**config.mk**
```make
export PLATFORM = sky130hd
export DESIGN_NAME = wb_write_arbiter_flat
export DESIGN_NICKNAME = d
export VERILOG_FILES = /design/src/rtl/wb_write_arbiter_if.sv /design/src/rtl/wb_write_arbiter.sv /design/src/flat_wrapper.sv
export SDC_FILE = /design/constraint.sdc
export NUM_CORES = 1
export LEC_CHECK = 0
export ABC_AREA = 0
export CAP_MARGIN = 10
export CORE_AREA = 2 2 140 176
export CTS_BUF_LIST = sky130_fd_sc_hd__clkbuf_4 sky130_fd_sc_hd__clkbuf_8
export CTS_CLUSTER_DIAMETER = 60
export CTS_CLUSTER_SIZE = 28
export DETAILED_ROUTE_END_ITERATION = 10
export DIE_AREA = 0 0 142 178
export GPL_TIMING_DRIVEN = 0
export PLACE_DENSITY_LB_ADDON = 0.05
export SLEW_MARGIN = 15
export SYNTH_ARGS = -nofsm -noshare
export SYNTH_HDL_FRONTEND = slang
export SYNTH_SLANG_ARGS = --single-unit
```
**constraint.sdc**
```tcl
create_clock -name clk -period 2.67 [get_ports clk]
set_clock_uncertainty 0.15 [all_clocks]
set_input_delay 0.4005 -clock clk [delete_from_list [all_inputs] [get_ports clk]]
set_output_delay 0.4005 -clock clk [all_outputs]
set_load 0.1 [all_outputs]
```
**src/rtl/wb_write_arbiter_if.sv**
```systemverilog
// Writeback arbiter bus: pipeline and long-latency write requests, hazard
// queries from decode, and the register file write port.
interface wb_write_arbiter_if #(
  parameter int WIDTH      = 32,
  parameter int ADDR_WIDTH = 5,
  parameter int DEPTH      = 4
);
  localparam int CW = $clog2(DEPTH) + 1;

  logic                  pipe_we;
  logic [ADDR_WIDTH-1:0] pipe_addr;
  logic [WIDTH-1:0]      pipe_data;
  logic                  pipe_ready;
  logic                  lu_valid;
  logic [ADDR_WIDTH-1:0] lu_addr;
  logic [WIDTH-1:0]      lu_data;
  logic                  lu_ready;
  logic [ADDR_WIDTH-1:0] rs_addr;
  logic [ADDR_WIDTH-1:0] rt_addr;
  logic                  rs_pending;
  logic                  rt_pending;
  logic                  RegWrite;
  logic [ADDR_WIDTH-1:0] Write_register;
  logic [WIDTH-1:0]      Write_data;
  logic [CW-1:0]         q_count;

  modport master (
    output pipe_we, pipe_addr, pipe_data, lu_valid, lu_addr, lu_data, rs_addr, rt_addr,
    input  pipe_ready, lu_ready, rs_pending, rt_pending, RegWrite, Write_register,
           Write_data, q_count
  );

  modport slave (
    input  pipe_we, pipe_addr, pipe_data, lu_valid, lu_addr, lu_data, rs_addr, rt_addr,
    output pipe_ready, lu_ready, rs_pending, rt_pending, RegWrite, Write_register,
           Write_data, q_count
  );
endinterface

```
**src/rtl/wb_write_arbiter.sv**
```systemverilog
// Register file write port arbiter: pipeline results win each cycle, long-latency
// results wait in an in-order queue with starvation back-pressure and hazard reporting.
module wb_write_arbiter #(
  parameter int WIDTH        = 32,
  parameter int ADDR_WIDTH   = 5,
  parameter int DEPTH        = 4,
  parameter int STARVE_LIMIT = 3
) (
  input  logic               clk,
  input  logic               rst,
  wb_write_arbiter_if.slave  bus
);
  localparam int PW = $clog2(DEPTH);
  localparam int CW = PW + 1;
  localparam int WW = $clog2(STARVE_LIMIT + 1);
  localparam logic [CW-1:0] FULL  = CW'(DEPTH);
  localparam logic [WW-1:0] LIMIT = WW'(STARVE_LIMIT);

  logic [DEPTH-1:0][ADDR_WIDTH-1:0] q_addr;
  logic [DEPTH-1:0][WIDTH-1:0]      q_data;
  logic [DEPTH-1:0]                 q_vld;
  logic [PW-1:0]                    head, tail;
  logic [CW-1:0]                    count;
  logic [WW-1:0]                    wait_cnt;

  logic empty, full, stall, pipe_fire, q_issue, push;
  logic [DEPTH-1:0] rs_hit, rt_hit, pipe_hit, push_mask, pop_mask;

  assign empty     = (count == '0);
  assign full      = (count == FULL);
  assign stall     = (wait_cnt >= LIMIT) && !empty;
  assign pipe_fire = bus.pipe_we && !stall && (bus.pipe_addr != '0);
  // Queue issue is suppressed during reset so discarded entries never reach the port.
  assign q_issue   = !pipe_fire && !empty && !rst;
  // r0 results complete the handshake but are dropped.
  assign push      = bus.lu_valid && !full && (bus.lu_addr != '0);
  assign push_mask = push    ? (DEPTH'(1) << tail) : '0;
  assign pop_mask  = q_issue ? (DEPTH'(1) << head) : '0;

  for (genvar i = 0; i < DEPTH; i++) begin : g_match
    assign rs_hit[i]   = q_vld[i] && (q_addr[i] == bus.rs_addr);
    assign rt_hit[i]   = q_vld[i] && (q_addr[i] == bus.rt_addr);
    assign pipe_hit[i] = q_vld[i] && (q_addr[i] == bus.pipe_addr);
  end

  assign bus.pipe_ready = !stall;
  assign bus.lu_ready   = !full;
  assign bus.q_count    = count;
  assign bus.rs_pending = (bus.rs_addr != '0) && (|rs_hit);
  assign bus.rt_pending = (bus.rt_addr != '0) && (|rt_hit);

  always_comb begin
    bus.RegWrite       = 1'b0;
    bus.Write_register = '0;
    bus.Write_data     = '0;
    if (pipe_fire) begin
      bus.RegWrite       = 1'b1;
      bus.Write_register = bus.pipe_addr;
      bus.Write_data     = bus.pipe_data;
    end else if (q_issue) begin
      bus.RegWrite       = 1'b1;
      bus.Write_register = q_addr[head];
      bus.Write_data     = q_data[head];
    end
  end

  always_ff @(posedge clk) begin
    if (rst) begin
      head     <= '0;
      tail     <= '0;
      count    <= '0;
      wait_cnt <= '0;
      q_vld    <= '0;
    end else begin
      if (push) begin
        q_addr[tail] <= bus.lu_addr;
        q_data[tail] <= bus.lu_data;
        tail         <= tail + 1'b1;
      end
      if (q_issue) head <= head + 1'b1;
      // push only targets a free slot, so it never collides with the popped head
      q_vld <= (q_vld & ~pop_mask) | push_mask;
      count <= count + CW'(push) - CW'(q_issue);
      if (q_issue || empty)     wait_cnt <= '0;
      else if (wait_cnt != LIMIT) wait_cnt <= wait_cnt + 1'b1;
    end
  end

  // Decode must stall a pipeline write whose destination is still queued.
  a_no_pipe_over_pending: assert property (@(posedge clk) disable iff (rst)
    !(pipe_fire && (|pipe_hit)));
endmodule
```
**src/flat_wrapper.sv**
```systemverilog
// flat-port wrapper written by rule: the top's interface ports become plain ports
module wb_write_arbiter_flat 
#(
  parameter int WIDTH        = 32,
  parameter int ADDR_WIDTH   = 5,
  parameter int DEPTH        = 4,
  parameter int STARVE_LIMIT = 3
)
  (clk, rst, bus_pipe_we, bus_pipe_addr, bus_pipe_data, bus_lu_valid, bus_lu_addr, bus_lu_data, bus_rs_addr, bus_rt_addr, bus_pipe_ready, bus_lu_ready, bus_rs_pending, bus_rt_pending, bus_RegWrite, bus_Write_register, bus_Write_data, bus_q_count);
  wb_write_arbiter_if #(.WIDTH(WIDTH), .ADDR_WIDTH(ADDR_WIDTH), .DEPTH(DEPTH)) bus_i ();
  input  logic clk;
  input  logic rst;
  input wire logic [$bits(bus_i.pipe_we)-1:0] bus_pipe_we;
  input wire logic [$bits(bus_i.pipe_addr)-1:0] bus_pipe_addr;
  input wire logic [$bits(bus_i.pipe_data)-1:0] bus_pipe_data;
  input wire logic [$bits(bus_i.lu_valid)-1:0] bus_lu_valid;
  input wire logic [$bits(bus_i.lu_addr)-1:0] bus_lu_addr;
  input wire logic [$bits(bus_i.lu_data)-1:0] bus_lu_data;
  input wire logic [$bits(bus_i.rs_addr)-1:0] bus_rs_addr;
  input wire logic [$bits(bus_i.rt_addr)-1:0] bus_rt_addr;
  output wire logic [$bits(bus_i.pipe_ready)-1:0] bus_pipe_ready;
  output wire logic [$bits(bus_i.lu_ready)-1:0] bus_lu_ready;
  output wire logic [$bits(bus_i.rs_pending)-1:0] bus_rs_pending;
  output wire logic [$bits(bus_i.rt_pending)-1:0] bus_rt_pending;
  output wire logic [$bits(bus_i.RegWrite)-1:0] bus_RegWrite;
  output wire logic [$bits(bus_i.Write_register)-1:0] bus_Write_register;
  output wire logic [$bits(bus_i.Write_data)-1:0] bus_Write_data;
  output wire logic [$bits(bus_i.q_count)-1:0] bus_q_count;
  assign bus_i.pipe_we = bus_pipe_we;
  assign bus_i.pipe_addr = bus_pipe_addr;
  assign bus_i.pipe_data = bus_pipe_data;
  assign bus_i.lu_valid = bus_lu_valid;
  assign bus_i.lu_addr = bus_lu_addr;
  assign bus_i.lu_data = bus_lu_data;
  assign bus_i.rs_addr = bus_rs_addr;
  assign bus_i.rt_addr = bus_rt_addr;
  assign bus_pipe_ready = bus_i.pipe_ready;
  assign bus_lu_ready = bus_i.lu_ready;
  assign bus_rs_pending = bus_i.rs_pending;
  assign bus_rt_pending = bus_i.rt_pending;
  assign bus_RegWrite = bus_i.RegWrite;
  assign bus_Write_register = bus_i.Write_register;
  assign bus_Write_data = bus_i.Write_data;
  assign bus_q_count = bus_i.q_count;
  wb_write_arbiter #(.WIDTH(WIDTH), .ADDR_WIDTH(ADDR_WIDTH), .DEPTH(DEPTH), .STARVE_LIMIT(STARVE_LIMIT)) u_core (.clk(clk), .rst(rst), .bus(bus_i));
endmodule
```
# After elaboration in Yosys (flattened, before gate mapping)
# Index checks and enable logic that the tools add are counted.
# W data, S select, Z words.
[op_classes] n_addsub=5 magnitude_cmp=4 n_eq_ne=10 shift=2 muxes=18 bitwise=4 n_reduce_logical=33
[op_table] operator="$bwmux W128" n=1
[op_table] operator="$mux W32" n=4
[op_table] operator="$bmux W32 S2" n=1
[op_table] operator="$demux W32 S2" n=1
[op_table] operator="$eq A5 B5 Y1" n=8
[op_table] operator="$bwmux W20" n=1
[op_table] operator="$mux W5" n=4
[op_table] operator="$reduce_bool A5 Y1" n=4
[op_table] operator="$logic_and A1 B1 Y1" n=18
[op_table] operator="$bmux W5 S2" n=1
[op_table] operator="$demux W5 S2" n=1
[op_table] operator="$mux W4" n=2
[op_table] operator="$reduce_or A4 Y1" n=2
[op_table] operator="$shl A1 B2 Y4 const A" n=2
[op_table] operator="$add A2 B1 Y2 const B" n=3
[op_table] operator="$lt A2 B3 Y1 const B" n=2
[op_table] operator="$logic_not A1 Y1" n=5
[op_table] operator="$and A4 B4 Y4" n=1
[op_table] operator="$not A4 Y4" n=1
[op_table] operator="$or A4 B4 Y4" n=1
[op_table] operator="$add A3 B1 Y3" n=1
[op_table] operator="$eq A3 B3 Y1 const B" n=1
[op_table] operator="$logic_not A3 Y1" n=1
[op_table] operator="$sub A3 B1 Y3" n=1
[op_table] operator="other kinds (8)" n=9
[word_totals] ff_bits=161 inputBits=88 out_inout_bits=45 wordCells=89

# Longest topological paths before layout
[depth] depth_word=13 mapped_depth=11 ltp_nobuf=10

# Worst setup path before layout
# Ideal clock, no wire load.
[synth_timing] kind="reg2out" from="register u_core.count[1] (netlist: u_core.bus.q_count[1])" to="output bus_Write_register[0]" t_arrival_ns=3.871 t_required_ns=2.119 slack_ns=-1.751 path_stages_with_launch=7 n_path_buf=2 path_cell_list="dfxtp_1 nor3_1 nand2b_1 nor2b_1 buf_6 buf_2 o21ai_1"
[synth_via] elab_chain_cells=11
[synth_rtl] element="start, declared" line="wb_write_arbiter.sv:23" text="logic [CW-1:0] count;"
[synth_rtl] element="start signal, assigned" line="wb_write_arbiter.sv:83" text="count <= count + CW'(push) - CW'(q_issue);"
[synth_rtl] element="$logic_not A3 Y1 *" line="wb_write_arbiter.sv:29" text="assign empty = (count == '0);"
[synth_rtl] element="$logic_not A1 Y1 *" line="wb_write_arbiter.sv:31" text="assign stall = (wait_cnt >= LIMIT) && !empty;"
[synth_rtl] element="$logic_and A1 B1 Y1 *" line="wb_write_arbiter.sv:31"
[synth_rtl] element="$logic_not A1 Y1 *"
[synth_rtl] element="net bus_pipe_ready" line="flat_wrapper.sv:21" text="output wire logic [$bits(bus_i.pipe_ready)-1:0] bus_pipe_ready;"
[synth_rtl] element="$logic_and A1 B1 Y1 * (2 in series)" line="wb_write_arbiter.sv:32" text="assign pipe_fire = bus.pipe_we && !stall && (bus.pipe_addr != '0);"
[synth_rtl] element="$logic_not A1 Y1" line="wb_write_arbiter.sv:34" text="assign q_issue = !pipe_fire && !empty && !rst;"
[synth_rtl] element="$logic_and A1 B1 Y1 (2 in series)" line="wb_write_arbiter.sv:34"
[synth_rtl] element="$mux W5" line="wb_write_arbiter.sv:60" text="end else if (q_issue) begin"
[synth_rtl] element="$mux W5 *" line="wb_write_arbiter.sv:56" text="if (pipe_fire) begin"
[synth_rtl] element="end, declared" line="flat_wrapper.sv:26" text="output wire logic [$bits(bus_i.Write_register)-1:0] bus_Write_register;"
# Mark *: on every way through the listed nets, which the timed path passes. The rest lies on a longest branch.

# Worst setup path in the final report
[layout_timing] from="input bus_pipe_addr[0]" to="output bus_Write_data[20]"
[layout_via] elab_chain_cells=7
[layout_rtl] element="start, declared" line="flat_wrapper.sv:14" text="input wire logic [$bits(bus_i.pipe_addr)-1:0] bus_pipe_addr;"
[layout_rtl] element="$reduce_bool A5 Y1 *" line="wb_write_arbiter.sv:32"
[layout_rtl] element="$logic_and A1 B1 Y1 *" line="wb_write_arbiter.sv:32"
[layout_rtl] element="$logic_not A1 Y1" line="wb_write_arbiter.sv:34"
[layout_rtl] element="$logic_and A1 B1 Y1 (2 in series)" line="wb_write_arbiter.sv:34"
[layout_rtl] element="$mux W32" line="wb_write_arbiter.sv:60"
[layout_rtl] element="$mux W32 *" line="wb_write_arbiter.sv:56"
[layout_rtl] element="end, declared" line="flat_wrapper.sv:27" text="output wire logic [$bits(bus_i.Write_data)-1:0] bus_Write_data;"
# Every way passes the cells marked *; elsewhere a longest branch is shown, timed or not.

==> flow_summary.toml <==
[global_routing]
gr-usage-all-layers_pct = 14.8
grt.overflow.total = 0
antenna_found_initial = 2
grt_pass1_wl_mm = 27.2
grt_pass1_vias = 4569
grt_max_degree = 38

[cells_and_area]
final_cell_mix = "edfxtp_1 (148), clkdlybuf4s50_1 (75), buf_12 (51)"
nets = 668
fill_cells = 2109
finalCoreUtilization_pct = 44.0
drive_gt1_share_pct = 38.6
area_growth_pct = 48.2
final_common_cell = "edfxtp_1"

[synth]
synthFlopType = "edfxtp_1"
ys_warn_count = 0
synth_area_leader_cell = "edfxtp_1"
synth-seq-cells = 161
ys_seq_area_share_pct = 67.2
ys_types = 33
synth_area_mm2 = 0.00700
synth.area.top_cells = "edfxtp_1 (64%), mux4_2 (12%), xor2_1 (4.3%)"
synthCells = 402
async_reset_ff_share_pct = 0
synth_edf_count = 148
synth_top_area_share_pct = 63.5
syn_area_per_cell_um2 = 17.4
syn-num-nets = 502

[setup_path]
path_buf_inv = 6
r2r_end = "u_core.bus.q_count[1]"
cp_top_family = "buffers and inverters"
rr_worst_depth = 10
criticalPathCategory = "in -> out"
path_depth = 10
critical_path.max_fanout = 5
worstPathArrival_ns = 2.19
required_ns = 2.12
r2r_setup_slack_ns = 0.29
crit-reg2reg-launch = "u_core.bus.q_count[2]"
worstPathCellList = "buf_8 > or4_4 > o21ai_4 > nor2b_4 > buf_6 > buf_6 > buf_8 > buf_16 > a22o_4 > buf_12"
setup.worst_path.end_class = "primary output"
slowest_stage = "or4_4"
start_kind = "input port"
slowest_delay_ns = 0.54

[floorplan]
die_area_mm2 = 0.0253
core_mm2 = 0.0236
die_x_um = 142
placementRows = 63
die_h_um = 178
top_level_ports = 133
start_util_pct = 29.7

[min_path]
whs_endpoint = "u_core.tail[1]"
hold_path_class = "reg -> reg"
min_path_cells = 2
min_from = "u_core.tail[1]"

[clock_tree]
clockRootBuffer = "clkbuf_8"
clk_latency_ns = 0.44
cts_sinks = 161
h-tree-depth = 4
clockBufferDepth = 2
clk_pin_slew_ns = 0.08
numCtsBuffers = 17
cts_tree = "yes"
ctsHoldBuffers = 0

[run]
cap_violations = 0

[route]
first_iter_violations = 231
wl_mm = 18.0
routed_via_density = 4.79
vias = 4188
avgRoutedWirePerCell_um = 20.6
ant_nets = 0
drt_pass1_iterations = 4
post-route-drc-count = 0

[timing]
maxSlewViolCount = 0
setup-violations-final = 22
setup_ws_ns = -0.0750
rsz0062_at_grt = "yes"
worst_pin_slew_ns = 0.971
hold_viol = 0
period_share_pct = 103
fmax_mhz = 364
max_slew_margin_pct = 35.2
period_minus_slack_ns = 2.75

[power]
peakVddDrop_v = 0.000365
total_power_mw = 8.14
cellPowerDensity_mw_per_mm2 = 786
p_leak_nw = 3.57

[run_status]
status = "finished with violations"
violations = "negative setup slack"

[placement]
dp_hpwl_mm = 11.3
pre_cts_ws_ns = -1.29
io_buffer_count = 122
gp_congestion = 0.752
## logic make-up (layout without fill, tap and decap cells)
family | after synthesis | after routing | synth area share [%]
AOI/OAI and AO/OA | 51 | 51 | 5.87
DFF | 161 | 161 | 67.2
xor gates and xnor gates | 45 | 45 | 5.63
muxes | 39 | 39 | 12.2
buffers and inverters | 36 | 215 | 2.65
adders and majority gates | 12 | 12 | 2.25
and+or+nand+nor | 58 | 58 | 4.17
other | 0 | 1 | 0
## synthesized netlist by cell type, types with 3 or more instances
cell / instances
a21oi_1: 4
a22o_1: 32
a311oi_1: 4
mux4_2: 37
nor2b_1: 3
o21ai_1: 5
inv_1: 7
nand3_1: 8
buf_2: 10
nor2_1: 9
edfxtp_1: 148
or4_1: 4
buf_6: 5
nand2_1: 17
nor4_1: 8
and2_1: 4
dfxtp_1: 13
clkbuf_1: 12
xor2_1: 34
ha_1: 11
xnor2_1: 11
## worst max path at each step
stage                                      from                    end  slack [ns]
after detailed placement       bus_pipe_addr[0]      bus_Write_data[5]       -1.29
final                          bus_pipe_addr[0]     bus_Write_data[20]       -0.08
after floorplan                bus_pipe_addr[0]  u_core.bus.q_count[2]        0.03
after global placement         bus_pipe_addr[0]     bus_Write_data[17]       -1.29
after CTS                      bus_pipe_addr[2]     bus_Write_data[20]       -0.10
after global routing      u_core.bus.q_count[2]     bus_Write_data[17]       -0.13
## stage by stage
stage               std cells  setup TNS [ns]  area (µm²)  hold WS [ns]
detailed placement        817          -93.93        8730         0.350
global route              873           -3.04       10400         0.411
global placement          816         -141.64        8710         0.332
floorplan                 402               0        7120         0.312
CTS                       869           -1.95       10200         0.396
finish                    874           -1.44       10400         0.406
## sequential cells by signal, summed over array words and instances (netlist names)
signal / count
u_core.q_vld: 4
u_core.head: 2
u_core.bus.q_count: 3
u_core.q_addr: 20
u_core.q_data: 128
u_core.wait_cnt: 2
u_core.tail: 2
## metal layers
metal | global-route usage (%) | wire, µm | vias to the layer above
met5 | 0 | 13 | -
met4 | 4.21 | 205 | 2
met3 | 3.28 | 706 | 15
met2 | 26.0 | 9610 | 105
met1 | 18.1 | 7450 | 2141
li1 | - | - | 1925
## what timing repair did
action,in CTS,in global routing
buffers inserted,17,6
cloned,4,1
pin swaps,20,27
endpoints found under the setup margin,44,59
gates resized for setup,469,30
## tightest hold or removal path, cell delays in order, from the launching register on
cell and delay (ns):
dfxtp_1 0.34, mux2i_1 0.13, nor2_1 0.05
## final cells by class
class | count | area (µm²) | share of cell area, %
flip-flops and latches | 161 | 4720 | 45.5
multi-input cells | 205 | 2580 | 24.9
repair buffers | 148 | 1990 | 19.2
well taps | 292 | 365 | 3.52
plain buffers | 28 | 292 | 2.81
clock buffers | 18 | 241 | 2.33
clock inverters | 14 | 148 | 1.42
inverters | 7 | 26.3 | 0.253
diodes | 1 | 2.50 | 0.0241
## power by group
group          internal, mW  switching (mW)
sequential             2.97           0.100
combinational          1.39            1.93
clock                 0.786           0.977
total                  5.14            3.01
Note: power is estimated with default switching activity, not from simulation.
